===== config.mk =====
export PLATFORM = sky130hd
export DESIGN_NAME = spi_master_mc
export DESIGN_NICKNAME = d
export VERILOG_FILES = /design/src/rtl/spi_master_mc.sv
export SDC_FILE = /design/constraint.sdc
export NUM_CORES = 1
export LEC_CHECK = 0
export BUFFER_PORTS_ARGS = -buffer_cell sky130_fd_sc_hd__buf_2
export CAP_MARGIN = 5
export CORE_ASPECT_RATIO = 0.8
export CORE_MARGIN = 2
export CORE_UTILIZATION = 55
export DETAILED_ROUTE_END_ITERATION = 12
export PLACE_DENSITY_LB_ADDON = 0.3
export SLEW_MARGIN = 20
export SYNTH_ARGS = -nofsm -noshare
export SYNTH_HDL_FRONTEND = slang
export SYNTH_SLANG_ARGS = --single-unit

===== constraint.sdc =====
create_clock -name clk -period 6.95 [get_ports clk]
set_input_delay 1.39 -clock clk [delete_from_list [all_inputs] [get_ports clk]]
set_output_delay 1.39 -clock clk [all_outputs]
set_load 0.005 [all_outputs]

===== src/rtl/spi_master_mc.sv =====
// SPI master with bus register map: CTRL/BAUD/DATA/STATUS, all four CPOL/CPHA modes,
// MSB/LSB-first shifting, one-hot active-low slave selects and a gated DONE interrupt.
module spi_master_mc #(
  parameter int DW  = 8,
  parameter int NSS = 4,
  parameter int SSW = 3
) (
  input  logic           clk,
  input  logic           rst,
  input  logic [1:0]     addr,
  input  logic [15:0]    wdata,
  input  logic           wr,
  input  logic           rd,
  output logic [15:0]    rdata,
  output logic           ack,
  output logic           irq,
  input  logic           SPI_MISO,
  output logic           SPI_MOSI,
  output logic           SPI_SCK,
  output logic [NSS-1:0] SPI_nSS
);

  typedef enum logic [1:0] {IDLE, LEAD, SHIFT, TRAIL} state_t;

  localparam logic [5:0] LAST_EDGE = 6'(2 * DW);

  state_t           state, state_nxt;
  logic             en, ien, cpol, cpha, lsbf;
  logic [SSW-1:0]   ssel;
  logic [7:0]       div;
  logic [7:0]       cnt;
  logic [5:0]       ecnt, ecnt_nxt;
  logic [DW-1:0]    tx_sr, rx_sr, rx_word;
  logic             done, ovr;
  logic             mosi_q, sck_q;
  logic [NSS-1:0]   nss_q;

  logic             busy, tick, start, edge_ev, finish;
  logic             drive_ev, sample_ev, sck_nxt;
  logic             wr_ctrl, wr_baud, wr_data, wr_stat, rd_data, rd_en;
  logic [NSS-1:0]   sel_n, nss_nxt;
  logic [15:0]      rd_mux;
  logic             unused_wdata;

  assign unused_wdata = ^wdata;

  function automatic logic first_bit(input logic [DW-1:0] v, input logic lsb);
    return lsb ? v[0] : v[DW-1];
  endfunction

  function automatic logic [DW-1:0] shift_out(input logic [DW-1:0] v, input logic lsb);
    return lsb ? (v >> 1) : (v << 1);
  endfunction

  assign busy    = (state != IDLE);
  assign rd_en   = rd & ~wr;
  assign wr_ctrl = wr && (addr == 2'd0);
  assign wr_baud = wr && (addr == 2'd1);
  assign wr_data = wr && (addr == 2'd2);
  assign wr_stat = wr && (addr == 2'd3);
  assign rd_data = rd_en && (addr == 2'd2);
  assign tick    = (cnt >= div);
  assign start   = wr_data && en && !busy;

  always_comb begin
    state_nxt = state;
    ecnt_nxt  = ecnt;
    edge_ev   = 1'b0;
    finish    = 1'b0;
    case (state)
      IDLE:  if (start) state_nxt = LEAD;
      LEAD:  if (tick) begin
               state_nxt = SHIFT;
               ecnt_nxt  = 6'd1;
               edge_ev   = 1'b1;
             end
      SHIFT: if (tick) begin
               if (ecnt == LAST_EDGE) begin
                 state_nxt = TRAIL;
               end else begin
                 ecnt_nxt = ecnt + 6'd1;
                 edge_ev  = 1'b1;
               end
             end
      TRAIL: if (tick) begin
               state_nxt = IDLE;
               finish    = 1'b1;
             end
      default: state_nxt = IDLE;
    endcase
  end

  // Odd edge numbers are leading edges. With CPHA=0 the first bit is preloaded at
  // start, so the final trailing edge does not drive and MOSI holds the last bit.
  always_comb begin
    drive_ev  = 1'b0;
    sample_ev = 1'b0;
    if (edge_ev) begin
      if (cpha) begin
        drive_ev  = ecnt_nxt[0];
        sample_ev = ~ecnt_nxt[0];
      end else begin
        drive_ev  = ~ecnt_nxt[0] && (ecnt_nxt != LAST_EDGE);
        sample_ev = ecnt_nxt[0];
      end
    end
  end

  always_comb begin
    sel_n = '1;
    for (int unsigned i = 0; i < NSS; i++) begin
      if (ssel == SSW'(i)) sel_n[i] = 1'b0;
    end
    nss_nxt = (state_nxt != IDLE) ? sel_n : '1;
    sck_nxt = (state_nxt == SHIFT) ? (cpol ^ ecnt_nxt[0]) : cpol;
  end

  always_comb begin
    rd_mux = '0;
    case (addr)
      2'd0: begin
        rd_mux[0]        = en;
        rd_mux[1]        = ien;
        rd_mux[2]        = cpol;
        rd_mux[3]        = cpha;
        rd_mux[4]        = lsbf;
        rd_mux[8 +: SSW] = ssel;
      end
      2'd1:    rd_mux[7:0]    = div;
      2'd2:    rd_mux[DW-1:0] = rx_word;
      default: rd_mux[2:0]    = {ovr, done, busy};
    endcase
  end

  always_ff @(posedge clk) begin
    if (rst) state <= IDLE;
    else     state <= state_nxt;
  end

  always_ff @(posedge clk) begin
    if (rst) begin
      en      <= 1'b0;
      ien     <= 1'b0;
      cpol    <= 1'b0;
      cpha    <= 1'b0;
      lsbf    <= 1'b0;
      ssel    <= '0;
      div     <= '0;
      cnt     <= '0;
      ecnt    <= '0;
      tx_sr   <= '0;
      rx_sr   <= '0;
      rx_word <= '0;
      done    <= 1'b0;
      ovr     <= 1'b0;
      mosi_q  <= 1'b0;
      sck_q   <= 1'b0;
      nss_q   <= '1;
      ack     <= 1'b0;
      rdata   <= '0;
      irq     <= 1'b0;
    end else begin
      ack   <= wr | rd;
      rdata <= rd_en ? rd_mux : '0;
      irq   <= ien & done;
      sck_q <= sck_nxt;
      nss_q <= nss_nxt;
      ecnt  <= ecnt_nxt;

      if (wr_ctrl && !busy) begin
        en   <= wdata[0];
        ien  <= wdata[1];
        cpol <= wdata[2];
        cpha <= wdata[3];
        lsbf <= wdata[4];
        ssel <= wdata[8 +: SSW];
      end
      if (wr_baud) div <= wdata[7:0];

      if (!busy || tick) cnt <= '0;
      else               cnt <= cnt + 8'd1;

      if (start) begin
        if (cpha) begin
          tx_sr <= wdata[DW-1:0];
        end else begin
          mosi_q <= first_bit(wdata[DW-1:0], lsbf);
          tx_sr  <= shift_out(wdata[DW-1:0], lsbf);
        end
      end else if (drive_ev) begin
        mosi_q <= first_bit(tx_sr, lsbf);
        tx_sr  <= shift_out(tx_sr, lsbf);
      end

      if (sample_ev) begin
        if (lsbf) rx_sr <= {SPI_MISO, rx_sr[DW-1:1]};
        else      rx_sr <= {rx_sr[DW-2:0], SPI_MISO};
      end

      if (finish) rx_word <= rx_sr;

      if (finish)       done <= 1'b1;
      else if (rd_data) done <= 1'b0;

      if (wr_data && busy)          ovr <= 1'b1;
      else if (wr_stat && wdata[2]) ovr <= 1'b0;
    end
  end

  assign SPI_MOSI = mosi_q;
  assign SPI_SCK  = sck_q;
  assign SPI_nSS  = nss_q;

endmodule


Word-level counts from Yosys, hierarchy flattened
Cells that the tools add are included.
W data, S select, Z words.
{"block": "word_totals", "word_cells": 116, "in_bits": 23, "ff_bits": 82, "out_inout_bits": 24}
{"block": "classes", "eq_ne": 13, "magnitude_cmp": 1, "addsub": 2, "mux": 42, "reduce_logical": 26, "bitwise": 9}
{"operator": "$mux W8", "n": 6}
{"operator": "$mux W1", "n": 22}
{"operator": "$mux W6", "n": 3}
{"operator": "$pmux W6 S2", "n": 1}
{"operator": "$logic_and A1 B1 Y1", "n": 11}
{"operator": "$eq A2 B2 Y1 const B", "n": 5}
{"operator": "$mux W2", "n": 5}
{"operator": "$reduce_bool A2 Y1", "n": 5}
{"operator": "$pmux W3 S3", "n": 1}
{"operator": "$add A8 B1 Y8 const B", "n": 1}
{"operator": "$ge A8 B8 Y1", "n": 1}
{"operator": "$pmux W2 S4", "n": 1}
{"operator": "$add A6 B1 Y6 const B", "n": 1}
{"operator": "$eq A3 B2 Y1 const B", "n": 2}
{"operator": "$eq A6 B5 Y1 const B", "n": 1}
{"operator": "$ne A6 B5 Y1 const B", "n": 1}
{"operator": "$pmux W2 S3", "n": 1}
{"operator": "$pmux W3 S2", "n": 1}
{"operator": "$reduce_or A2 Y1", "n": 3}
{"operator": "$not A1 Y1", "n": 5}
{"operator": "$eq A2 B1 Y1 const B", "n": 2}
{"operator": "$logic_not A2 Y1", "n": 2}
{"operator": "$eq A3 B1 Y1 const B", "n": 1}
{"operator": "$logic_not A3 Y1", "n": 1}
{"operator": "9 further kinds", "n": 10}

Depth between registers and ports, before layout
Gate-level depths: netlist of the first run.
{"block": "logic_depth", "word_depth": 10, "ltp_mapped": 12, "depth_no_buf": 11}

Worst setup path after synthesis of the first run
OpenSTA, ideal clock, no wires.
{"block": "synth_path", "path_kind": "input to register", "start": "input wr", "end": "register mosi_q, in the netlist SPI_MOSI", "required_ns": 6.822, "slack_ns": 4.115, "arrival_time_ns": 2.707, "setup_ns": 0.128, "cell_stages": 7, "n_path_buf": 1, "path_cell_list": "clkbuf_1 -> and3_1 -> and2_1 -> mux4_2 -> nor2b_1 -> o21ai_0 -> o41ai_1"}
{"block": "synth_via", "elab_chain_cells": 5, "elab_cells_between_ends": 7, "cone_classes": "1 x eq/ne; 1 x mux; 5 x reduce/logical"}
{"item": "from (decl)", "line_no": "12", "source": "input logic wr,"}
{"item": "$logic_and A1 B1 Y1 *", "line_no": "59", "source": "assign wr_data = wr && (addr == 2'd2);"}
{"item": "$logic_and A1 B1 Y1 * (2 in a row)", "line_no": "63", "source": "assign start = wr_data && en && !busy;"}
{"item": "$ne A2 B2 Y1 (no source line) / $reduce_bool A2 Y1 (equally long branches)"}
{"item": "$reduce_and A2 Y1 (no source line)"}
{"item": "to (signal assigned)", "line_no": "187", "source": "mosi_q <= first_bit(wdata[DW-1:0], lsbf);"}
{"item": "to (signal assigned)", "line_no": "191", "source": "mosi_q <= first_bit(tx_sr, lsbf);"}
{"item": "to (decl)", "line_no": "35", "source": "logic mosi_q, sck_q;"}
Every way passes the cells marked *; elsewhere a longest branch is shown, timed or not.
A chain may end at the register's enable or synchronous reset.

Worst setup path after layout of the first run
{"block": "layout_path", "start": "register div[1]", "end": "register tx_sr[2]"}
{"block": "layout_via", "elab_chain_cells": 8, "elab_cells_between_ends": 13, "cone_classes": "1 x order compare; 1 x eq/ne; 8 x mux; 1 x bitwise; 2 x reduce/logical"}
{"item": "from (decl)", "line_no": "30", "source": "logic [7:0] div;"}
{"item": "from (signal assigned)", "line_no": "178", "source": "if (wr_baud) div <= wdata[7:0];"}
{"item": "$ge A8 B8 Y1 *", "line_no": "62", "source": "assign tick = (cnt >= div);"}
{"item": "$mux W6, on equally long branches", "line_no": "77, 72"}
{"item": "$pmux W6 S2", "line_no": "70", "source": "case (state)"}
{"item": "$ne A6 B5 Y1 / $not A1 Y1 (equally long branches)", "line_no": "103", "source": "drive_ev = ~ecnt_nxt[0] && (ecnt_nxt != LAST_EDGE);"}
{"item": "$logic_and A1 B1 Y1", "line_no": "103"}
{"item": "$mux W1", "line_no": "99", "source": "if (cpha) begin"}
{"item": "$mux W1 *", "line_no": "98", "source": "if (edge_ev) begin"}
{"item": "$reduce_bool A2 Y1 (no source line) *"}
{"item": "to (signal assigned)", "line_no": "185", "source": "tx_sr <= wdata[DW-1:0];"}
{"item": "to (signal assigned)", "line_no": "188", "source": "tx_sr <= shift_out(wdata[DW-1:0], lsbf);"}
{"item": "to (signal assigned)", "line_no": "192", "source": "tx_sr <= shift_out(tx_sr, lsbf);"}
{"item": "to (decl)", "line_no": "33", "source": "logic [DW-1:0] tx_sr, rx_sr, rx_word;"}
Marked as above.

==> flow_metrics.env, run 1 <==
export IMPL_gr_total_overflow=0
export IMPL_clk_latency_ns=0.36
export IMPL_grt_max_degree=60
export IMPL_critPathKind="reg2reg"
export IMPL_pwr_density_cell_nw_per_um2=211
export IMPL_worst_pin_slew_ns=0.845
export IMPL_clkSinkCount=77
export IMPL_cp_arrival_ns=3.90
export IMPL_relSlewSlack_pct=43.1
export IMPL_initialDrtViolationCount=364
export IMPL_vdd_drop_max_mv=0.123
export IMPL_drc=0
export IMPL_ys_ff_latch=77
export IMPL_netlist_area_um2=4060
export IMPL_dp_cells=580
export IMPL_slew_violations=0
export IMPL_dr_pass1_iters=6
export IMPL_area_delta_synth_final_pct=9.56
export IMPL_finalCritPeriodShare_pct=52.4
export IMPL_path_clk_slew_ns=0.08
export IMPL_diodes=0
export IMPL_cts_buffers=9
export IMPL_path_max_fanout=12
export IMPL_wl_um=10100
export IMPL_io_pins=47
export IMPL_leakage_uw=0.00161
export IMPL_status="finished clean"
export IMPL_vias=3717
export IMPL_synth_edff_count=0
export IMPL_gp_congestion=0.891
export IMPL_period_minus_slack_ns=3.64
export IMPL_clockRootBuffer="clkbuf_8"
export IMPL_antenna_found_initial=0
export IMPL_path_cells="inv_1 -> ha_1 -> a31oi_1 -> nor2b_1 -> o21bai_2 -> nand2_1 -> a221oi_1 -> nand4_1 -> o21ai_1 -> nand3_1 -> a221oi_1"
export IMPL_dp_hpwl_um=6900
export IMPL_syn_inst=484
export IMPL_grtUsageTotal_pct=25.8
export IMPL_maxCapViolations=0
export IMPL_worst_path_most_repeated_cell="a221oi_1"
export IMPL_core_area_um2=7030
export IMPL_drive_above_1_share_pct=13.0
export IMPL_postCtsResizedCells=0
export IMPL_async_reset_ff_share_pct=0
export IMPL_rsz0062_at_grt="false"
export IMPL_cp_slowest_cell="o21ai_1"
export IMPL_cp_required_ns=7.21
export IMPL_max_stage_delay_ns=0.54
export IMPL_cts_tree="done"
export IMPL_num_rows=27
export IMPL_fp_dieW_um=100
export IMPL_finalHoldViolations=0
export IMPL_grt_pass1_wl_um=16500
export IMPL_via_per_inst=6.24
export IMPL_hold_path_class="reg2reg"
export IMPL_cts_hold_buf=0
export IMPL_setup_viol=0
export IMPL_post_cts_setup_buffer_count=0
export IMPL_dieArea_um2=8080
export IMPL_seq_area_frac_synth_pct=38.0
export IMPL_synth_flop_cell="dfxtp_1"
export IMPL_instances_no_fill=596
export IMPL_critPathLaunchType="flop"
export IMPL_cts_buffer_depth=2
export IMPL_crit_path_end_kind="flop"
export IMPL_avgSynthCellArea_um2=8.38
export IMPL_max_freq_ghz=0.274
export IMPL_io_buffers=36
export IMPL_die_h_um=80.8
export IMPL_htree_levels=3
export IMPL_whs_ns=0.445
export IMPL_totalPowerFinal_uw=938
export IMPL_skew_ns=0.00686
export IMPL_synth_cell_types=59
export IMPL_postRouteAntennaNets=0
export IMPL_yosys_warnings=0
export IMPL_first_global_vias=3297
export IMPL_tns_ns=0
export IMPL_fin_nets=547
export IMPL_initial_utilization_pct=57.7
export IMPL_drt_wirelength_per_cell_um=16.9
## sequential cells by signal, summed over array words and instances (netlist names), 2 cells and up
signal / count
SPI_nSS: 4
cnt: 8
div: 8
ecnt: 6
rdata: 11
rx_sr: 8
rx_word: 8
ssel: 3
state: 2
tx_sr: 8
## power breakdown
group          switching [uW]  internal, uW  total [uW]
logic                    73.9          34.8         109
clock network             169           204         373
registers                7.68           449         456
## worst max-delay path: cells and delay by family, from the launching register on
| family | cells | cell delay [ns] |
|---|---|---|
| compound gates | 5 | 1.91 |
| simple gates | 4 | 0.88 |
| flops | 1 | 0.38 |
| fa+ha+maj | 1 | 0.31 |
| buf+inv | 1 | 0.07 |
## per-layer routing
| metal | share of wire (%) | track usage [%] | up-vias |
|---|---|---|---|
| met5 | 0 | 0 | - |
| met1 | 47 | 37.3 | 1763 |
| met3 | 7.6 | 6.37 | 17 |
| li1 | - | - | 1779 |
| met2 | 45 | 39.2 | 158 |
| met4 | 1.2 | 6.03 | 0 |
## worst paths after layout
| path | start | to | slack [ns] | cells after the start |
|---|---|---|---|---|
| max | div[1] | tx_sr[2] | 3.31 | 11 |
| max reg2reg | div[1] | tx_sr[2] | 3.31 | 11 |
| min reg2reg | ssel[0] | SPI_nSS[3] | 0.45 | 1 |
| min | ssel[0] | SPI_nSS[3] | 0.45 | 1 |
## cells by family (layout without fill, tap and decap cells)
family,count (synthesis),after routing,synth area share (%)
simple gates,187,187,22.0
compound gates,113,113,19.6
flops,77,77,38.0
buf+inv,50,71,5.18
mux,29,29,7.46
fa+ha+maj,20,20,6.17
xor+xnor,7,7,1.51
other cells,1,5,0.0924
## final cells by class
class / count / area [um2]
tap: 87 / 109
timing repair buffer: 38 / 195
multi-input combinational: 361 / 2320
inverter: 17 / 63.8
sequential: 77 / 1540
fill: 630 / 2580
clock buffer: 11 / 131
clock inverter: 5 / 83.8
## through the flow
step	util, %	setup WS [ns]	area, um2
global placement	60.2	3.22	4230
global route	63.2	3.03	4440
floorplan	-	4.12	4070
detailed placement	60.2	3.19	4230
finish	63.2	3.31	4440
CTS	63.2	3.39	4440
## cells in the final DEF, fill, tap and decap left out, types with 6 or more instances in the layout
cell type,count
and3_1,7
o21ai_0,21
nor2_1,51
ha_1,20
a211oi_1,11
buf_2,36
a31oi_1,6
nor3_1,12
dfxtp_1,77
nand3_1,35
a21oi_1,29
a221oi_1,9
inv_1,17
mux2i_1,28
and2_1,7
clkbuf_8,9
nand2_1,45
o311a_1,6
## synth_stat cells (2+ instances only)
master     number  area, um2
a211oi_1       11       82.6
a21o_1          2       15.0
a21oi_1        29        145
a21oi_2         2       17.5
a221oi_1        9       78.8
a222oi_1        5       50.1
a22oi_1         3       22.5
a31oi_1         6       37.5
and2_1          7       43.8
and3_1          7       43.8
buf_1           3       11.3
buf_2           3       15.0
buf_4           5       37.5
clkbuf_1       22       82.6
dfxtp_1        77       1540
ha_1           20        250
inv_1          17       63.8
mux2i_1        28        280
nand2_1        45        169
nand2b_1        3       18.8
nand3_1        35        175
nand3b_1        2       15.0
nand4_1         5       31.3
nor2_1         51        191
nor2b_1         5       31.3
nor3_1         12       60.1
nor3b_1         4       30.0
o2111ai_1       2       17.5
o21ai_0        21        105
o21ba_2         2       20.0
o311a_1         6       60.1
or2_2           2       12.5
or3_1           2       12.5
xnor2_1         3       26.3
xor2_1          4       35.0
Note: power is estimated with default switching activity, not from simulation.
==> inputs of run 2 (changes only) <==
CORE_UTILIZATION = 53   (was 55)
clock period = 3.1 ns   (was 6.95 ns; I/O delays follow)
==> run 2 against run 1 <==
  * Non-clock buffer count grew 20
  * Global-route usage decreased by 0.23 points
  * Sequential share of layout area is 1.4 points lower
  * Via count grew 0.70%
  * Hold slack gained 0.0060 ns
  * Critical path type unchanged
==> flow_metrics.env, run 2 (synthesized netlist as in run 1, its figures left out) <==
export IMPL_area_delta_synth_final_pct=14.7
export IMPL_fillers=678
export IMPL_cts_buffers=9
export IMPL_slew_violations=0
export IMPL_io_pins=47
export IMPL_rsz0062_at_grt="false"
export IMPL_rrSetupSlack_ns=0.15
export IMPL_place_area_um2=4390
export IMPL_p_int_uw=1490
export IMPL_cts_tree="done"
export IMPL_clockRootBuffer="clkbuf_8"
export IMPL_dieArea_um2=8370
export IMPL_hold_end="SPI_nSS[3]"
export IMPL_initial_utilization_pct=54.9
export IMPL_io_buffers=36
export IMPL_antenna_found_initial=0
export IMPL_dp_hpwl_um=7410
export IMPL_finalHoldViolations=0
export IMPL_min_path_cells=1
export IMPL_via_per_inst=5.90
export IMPL_layout_common_cells="dfxtp_1 (72), nor2_1 (51), nand2_1 (45), buf_2 (36), nand3_1 (35)"
export IMPL_fin_area_um2=4650
export IMPL_multiInputGateArea_um2=2340
export IMPL_drt_wirelength_per_cell_um=16.6
export IMPL_status="finished clean"
export IMPL_pwr_density_cell_nw_per_um2=448
export IMPL_grt_max_degree=36
export IMPL_hold_path_class="reg2reg"
export IMPL_grtUsageTotal_pct=25.6
export IMPL_diodes=0
export IMPL_gr_total_overflow=0
export IMPL_cts_buffer_depth=2
export IMPL_leakage_uw=0.00172
export IMPL_maxCapViolations=0
export IMPL_cts_hold_buf=0
export IMPL_initialDrtViolationCount=280
export IMPL_r2r_start="div[5]"
export IMPL_core_area_um2=7390
export IMPL_die_h_um=82.3
export IMPL_hp_start="ssel[0]"
export IMPL_wl_um=10500
export IMPL_cp_required_ns=3.36
export IMPL_tns_ns=0
export IMPL_clk_latency_ns=0.35
export IMPL_clkSinkCount=77
export IMPL_vias=3743
export IMPL_drc=0
export IMPL_dr_pass1_iters=6
export IMPL_totalPowerFinal_uw=2080
export IMPL_finalCritPeriodShare_pct=95.0
export IMPL_p_clk_share_pct=37.4
export IMPL_largest_reg_flops=11
export IMPL_fp_dieW_um=102
export IMPL_htree_levels=3
export IMPL_worst_pin_slew_ns=0.715
export IMPL_critPathKind="reg2reg"
export IMPL_switchingPower_uw=591
export IMPL_seq_area_um2=1550
export IMPL_crit_path_end_kind="flop"
export IMPL_skew_ns=0.00914
export IMPL_drive_above_1_share_pct=18.1
export IMPL_worst_r2r_path_depth=10
export IMPL_period_minus_slack_ns=2.95
export IMPL_vdd_drop_max_mv=0.239
export IMPL_fin_nets=567
export IMPL_grt_pass1_wl_um=16800
export IMPL_gp_congestion=0.866
export IMPL_path_clk_slew_ns=0.08
export IMPL_first_global_vias=3394
export IMPL_postRouteAntennaNets=0
export IMPL_path_max_fanout=8
export IMPL_final_common_cell="dfxtp_1"
export IMPL_p_sw_share_pct=28.4
export IMPL_critPathLaunchType="flop"
export IMPL_relSlewSlack_pct=52.3
export IMPL_num_rows=28
export IMPL_setup_viol=0
export IMPL_regMostFlops="rdata"
export IMPL_cp_arrival_ns=3.21
export IMPL_max_freq_ghz=0.339
export IMPL_r2r_end="tx_sr[7]"
export IMPL_comb_power_share_pct=13.5
export IMPL_seqPwrFrac_pct=49.1
-- run 2: changes by cell type in the layout (fill, tap and decap cells not counted), sizes merged --
cell      change
buf          +20
bufinv        -1
clkbuf        -1
clkinv        +3
clkinvlp      -2
inv           +1
-- run 2: final cells by class --
cell class	count	share of cell area, %
inverter	17	1.37
multi-input combinational	361	50.3
clock buffer	10	2.74
timing repair buffer	58	7.96
clock inverter	6	1.51
sequential	77	33.3
tap	105	2.82
-- run 2: critical path, cell delays in order (launching register included) --
cell and delay [ns]:
dfxtp_1 0.38, inv_1 0.07, ha_1 0.30, nand4_1 0.14, o21bai_4 0.25, a21o_1 0.23, or4_4 0.51, a311oi_2 0.24
nor3_2 0.11, or3b_1 0.40, a221oi_2 0.23
-- run 2: worst max path at each step --
stage,startpoint,slack (ns),end,cells after the start
floorplan,cnt[0],0.38,tx_sr[7],11
global placement,div[3],0.12,tx_sr[0],11
detailed placement,div[3],-0.008,tx_sr[7],11
CTS,div[6],0.003,tx_sr[7],10
global route,div[1],0.02,tx_sr[7],11
finish,div[5],0.15,tx_sr[7],10
-- run 2: power groups by stage --
stage	Combinational, uW	Clock (uW)	Sequential [uW]
after floorplan	176	0	1040
after global placement	257	0	1040
after detailed placement	264	0	1040
after CTS	265	786	1020
after global routing	308	840	1020
final	280	780	1020
-- run 2: timing repair --
| action | CTS | global route |
|---|---|---|
| resized for setup | 1 | 11 |
| pin swaps | 0 | 3 |
| setup endpoints to repair | 2 | 9 |
| setup buffers | 0 | 5 |
| cloned | 0 | 0 |
-- run 2: metal layers --
layer / up-vias / part of all wire, % / GRT usage [%]
met5: - / 0 / 0
met4: 0 / 1.3 / 6.40
met1: 1749 / 45 / 36.1
met2: 159 / 45 / 39.5
li1: 1823 / - / -
met3: 12 / 8.1 / 6.48
-- run 2: per-stage QoR --
stage / worst slack [ns] / cells / hold slack (ns) / util, %
floorplan: 0.377 / 488 / 0.394 / -
detailed placement: -0.00765 / 613 / 0.432 / 59.4
finish: 0.153 / 634 / 0.451 / 62.9
global placement: 0.125 / 613 / 0.418 / 59.4
global route: 0.0234 / 634 / 0.475 / 62.9
CTS: 0.00304 / 629 / 0.452 / 62.1
==> inputs of run 3 (changes only) <==
BUFFER_PORTS_ARGS = not set   (was -buffer_cell sky130_fd_sc_hd__buf_2)
CORE_UTILIZATION = 55   (was 53)
DONT_BUFFER_PORTS = 1   (was not set)
SETUP_SLACK_MARGIN = 0.3   (was not set)
==> run 3 against run 2 <==
  * Non-clock buffer count shrank 26
  * Power rose by 3.6%
  * Hold slack got worse by 0.13 ns
  * Highest routed layer unchanged
==> flow_metrics.env, run 3 (synthesized netlist as in run 1, its figures left out) <==
export IMPL_via_per_inst=6.44
export IMPL_io_buffers=0
export IMPL_p_sw_share_pct=26.5
export IMPL_postRouteAntennaNets=0
export IMPL_dieArea_um2=8080
export IMPL_core_area_um2=7030
export IMPL_antenna_found_initial=0
export IMPL_dp_slack_ns=-0.00472
export IMPL_area_delta_synth_final_pct=20.6
export IMPL_layout_common_cells="dfxtp_1 (65), nor2_1 (50), nand2_1 (43), nand3_1 (33), mux2i_1 (28)"
export IMPL_grt_pass1_wl_um=16800
export IMPL_drc=0
export IMPL_io_pins=47
export IMPL_min_path_cells=1
export IMPL_max_freq_ghz=0.350
export IMPL_largest_reg_flops=11
export IMPL_status="finished clean"
export IMPL_wl_um=11400
export IMPL_cts_buffers=9
export IMPL_vdd_drop_max_mv=0.284
export IMPL_path_max_fanout=8
export IMPL_worst_slack_ns=0.240
export IMPL_grt_max_degree=60
export IMPL_fillers=552
export IMPL_comb_power_share_pct=13.6
export IMPL_finalCritPeriodShare_pct=92.3
export IMPL_rrSetupSlack_ns=0.24
export IMPL_drt_wirelength_per_cell_um=19.4
export IMPL_p_int_uw=1580
export IMPL_dr_pass1_iters=6
export IMPL_p_clk_share_pct=38.8
export IMPL_vias=3797
export IMPL_period_minus_slack_ns=2.86
export IMPL_cp_required_ns=3.38
export IMPL_grtUsageTotal_pct=26.7
export IMPL_setup_viol=0
export IMPL_cts_tree="done"
export IMPL_pwr_density_cell_nw_per_um2=441
export IMPL_drive_above_1_share_pct=23.3
export IMPL_first_global_vias=3274
export IMPL_critPathKind="reg2reg"
export IMPL_path_clk_slew_ns=0.08
export IMPL_skew_ns=0.00674
export IMPL_r2r_end="tx_sr[7]"
export IMPL_htree_levels=3
export IMPL_hold_end="ssel[0]"
export IMPL_leakage_uw=0.00169
export IMPL_slew_violations=0
export IMPL_totalPowerFinal_uw=2160
export IMPL_regMostFlops="rdata"
export IMPL_r2r_start="cnt[5]"
export IMPL_final_common_cell="dfxtp_1"
export IMPL_fp_dieW_um=100
export IMPL_seqPwrFrac_pct=47.6
export IMPL_gp_congestion=0.847
export IMPL_fin_nets=541
export IMPL_clockRootBuffer="clkbuf_8"
export IMPL_switchingPower_uw=573
export IMPL_rsz0062_at_grt="true"
export IMPL_worst_r2r_path_depth=10
export IMPL_initialDrtViolationCount=336
export IMPL_cts_buffer_depth=2
export IMPL_worst_pin_slew_ns=0.650
export IMPL_dp_hpwl_um=7000
export IMPL_crit_path_end_kind="flop"
export IMPL_relSlewSlack_pct=56.6
export IMPL_hold_path_class="in2reg"
export IMPL_diodes=0
export IMPL_initial_utilization_pct=57.7
export IMPL_finalHoldViolations=0
export IMPL_critPathLaunchType="flop"
export IMPL_die_h_um=80.8
export IMPL_gr_total_overflow=0
export IMPL_hp_start="rst"
export IMPL_cp_arrival_ns=3.14
export IMPL_clkSinkCount=77
export IMPL_clk_latency_ns=0.36
export IMPL_num_rows=27
export IMPL_maxCapViolations=0
[run 3: cell types whose count changed in the layout (fill, tap and decap cells not counted), sizes merged]
| cell | delta |
|---|---|
| bufinv | +1 |
| clkinv | -1 |
| inv | -1 |
| clkinvlp | +1 |
| buf | -26 |
[run 3: how the worst max path moves through the flow]
stage                      start  endpoint  slack, ns  cells after the start
final                     cnt[5]  tx_sr[7]       0.24                     10
after detailed placement  div[7]  tx_sr[1]     -0.005                     12
after global routing      cnt[5]  tx_sr[7]       0.08                     10
after floorplan           cnt[0]  tx_sr[7]       0.38                     11
after CTS                 div[5]  tx_sr[7]       0.30                     10
after global placement    div[7]  tx_sr[5]       0.10                     12
[run 3: through the flow]
stage          cell area [um2]  utilization (%)  cells  setup TNS, ns  hold slack (ns)
2_1_floorplan             4070                -    488              0            0.394
3_3_place_gp              4160             59.3    556              0            0.416
3_5_place_dp              4160             59.3    556       -0.00472            0.417
4_1_cts                   4460             63.5    574              0            0.315
5_1_grt                   4890             69.6    590              0            0.309
6_report                  4890             69.6    590              0            0.324
[run 3: power by group through the flow]
stage / clock network, uW / logic (uW) / registers, uW
finish: 838 / 293 / 1030
global placement: 0 / 215 / 1050
detailed placement: 0 / 221 / 1050
CTS: 842 / 237 / 1030
floorplan: 0 / 176 / 1040
global route: 892 / 315 / 1030
[run 3: area by class of cell]
type,instances,area (um2),area share [%]
clock buffers,10,128,2.61
repair buffers,32,280,5.73
inverters,17,63.8,1.30
multi-input cells,361,2670,54.5
clock inverters,6,86.3,1.76
well taps,87,109,2.22
flip-flops and latches,77,1560,31.9
[run 3: critical path, stage by stage, from the launching register on]
cell and delay (ns):
dfxtp_1 0.46, ha_4 0.25, a21oi_2 0.24, o21a_4 0.23, nand2_1 0.13, o21ai_4 0.26, nand2_1 0.19, a311oi_2 0.32
nor3_2 0.11, or3b_1 0.37, a221oi_2 0.22
[run 3: what timing repair did]
item	4_1_cts	5_1_grt
gates cloned	0	0
pin swaps	6	16
setup endpoints to repair	17	19
resized for setup	24	59
buffers inserted	2	16
hold buffers	0	0
[run 3: metal layers]
layer  routed length, um  GRT usage, %  share of wire (%)  vias to the layer above
met5                   0             0                  0                        -
met4                 242          7.81                2.1                        0
met3                 960          5.59                8.4                       27
met2                5240          41.4                 46                      189
met1                5010          37.7                 44                     1817
li1                    -             -                  -                     1764
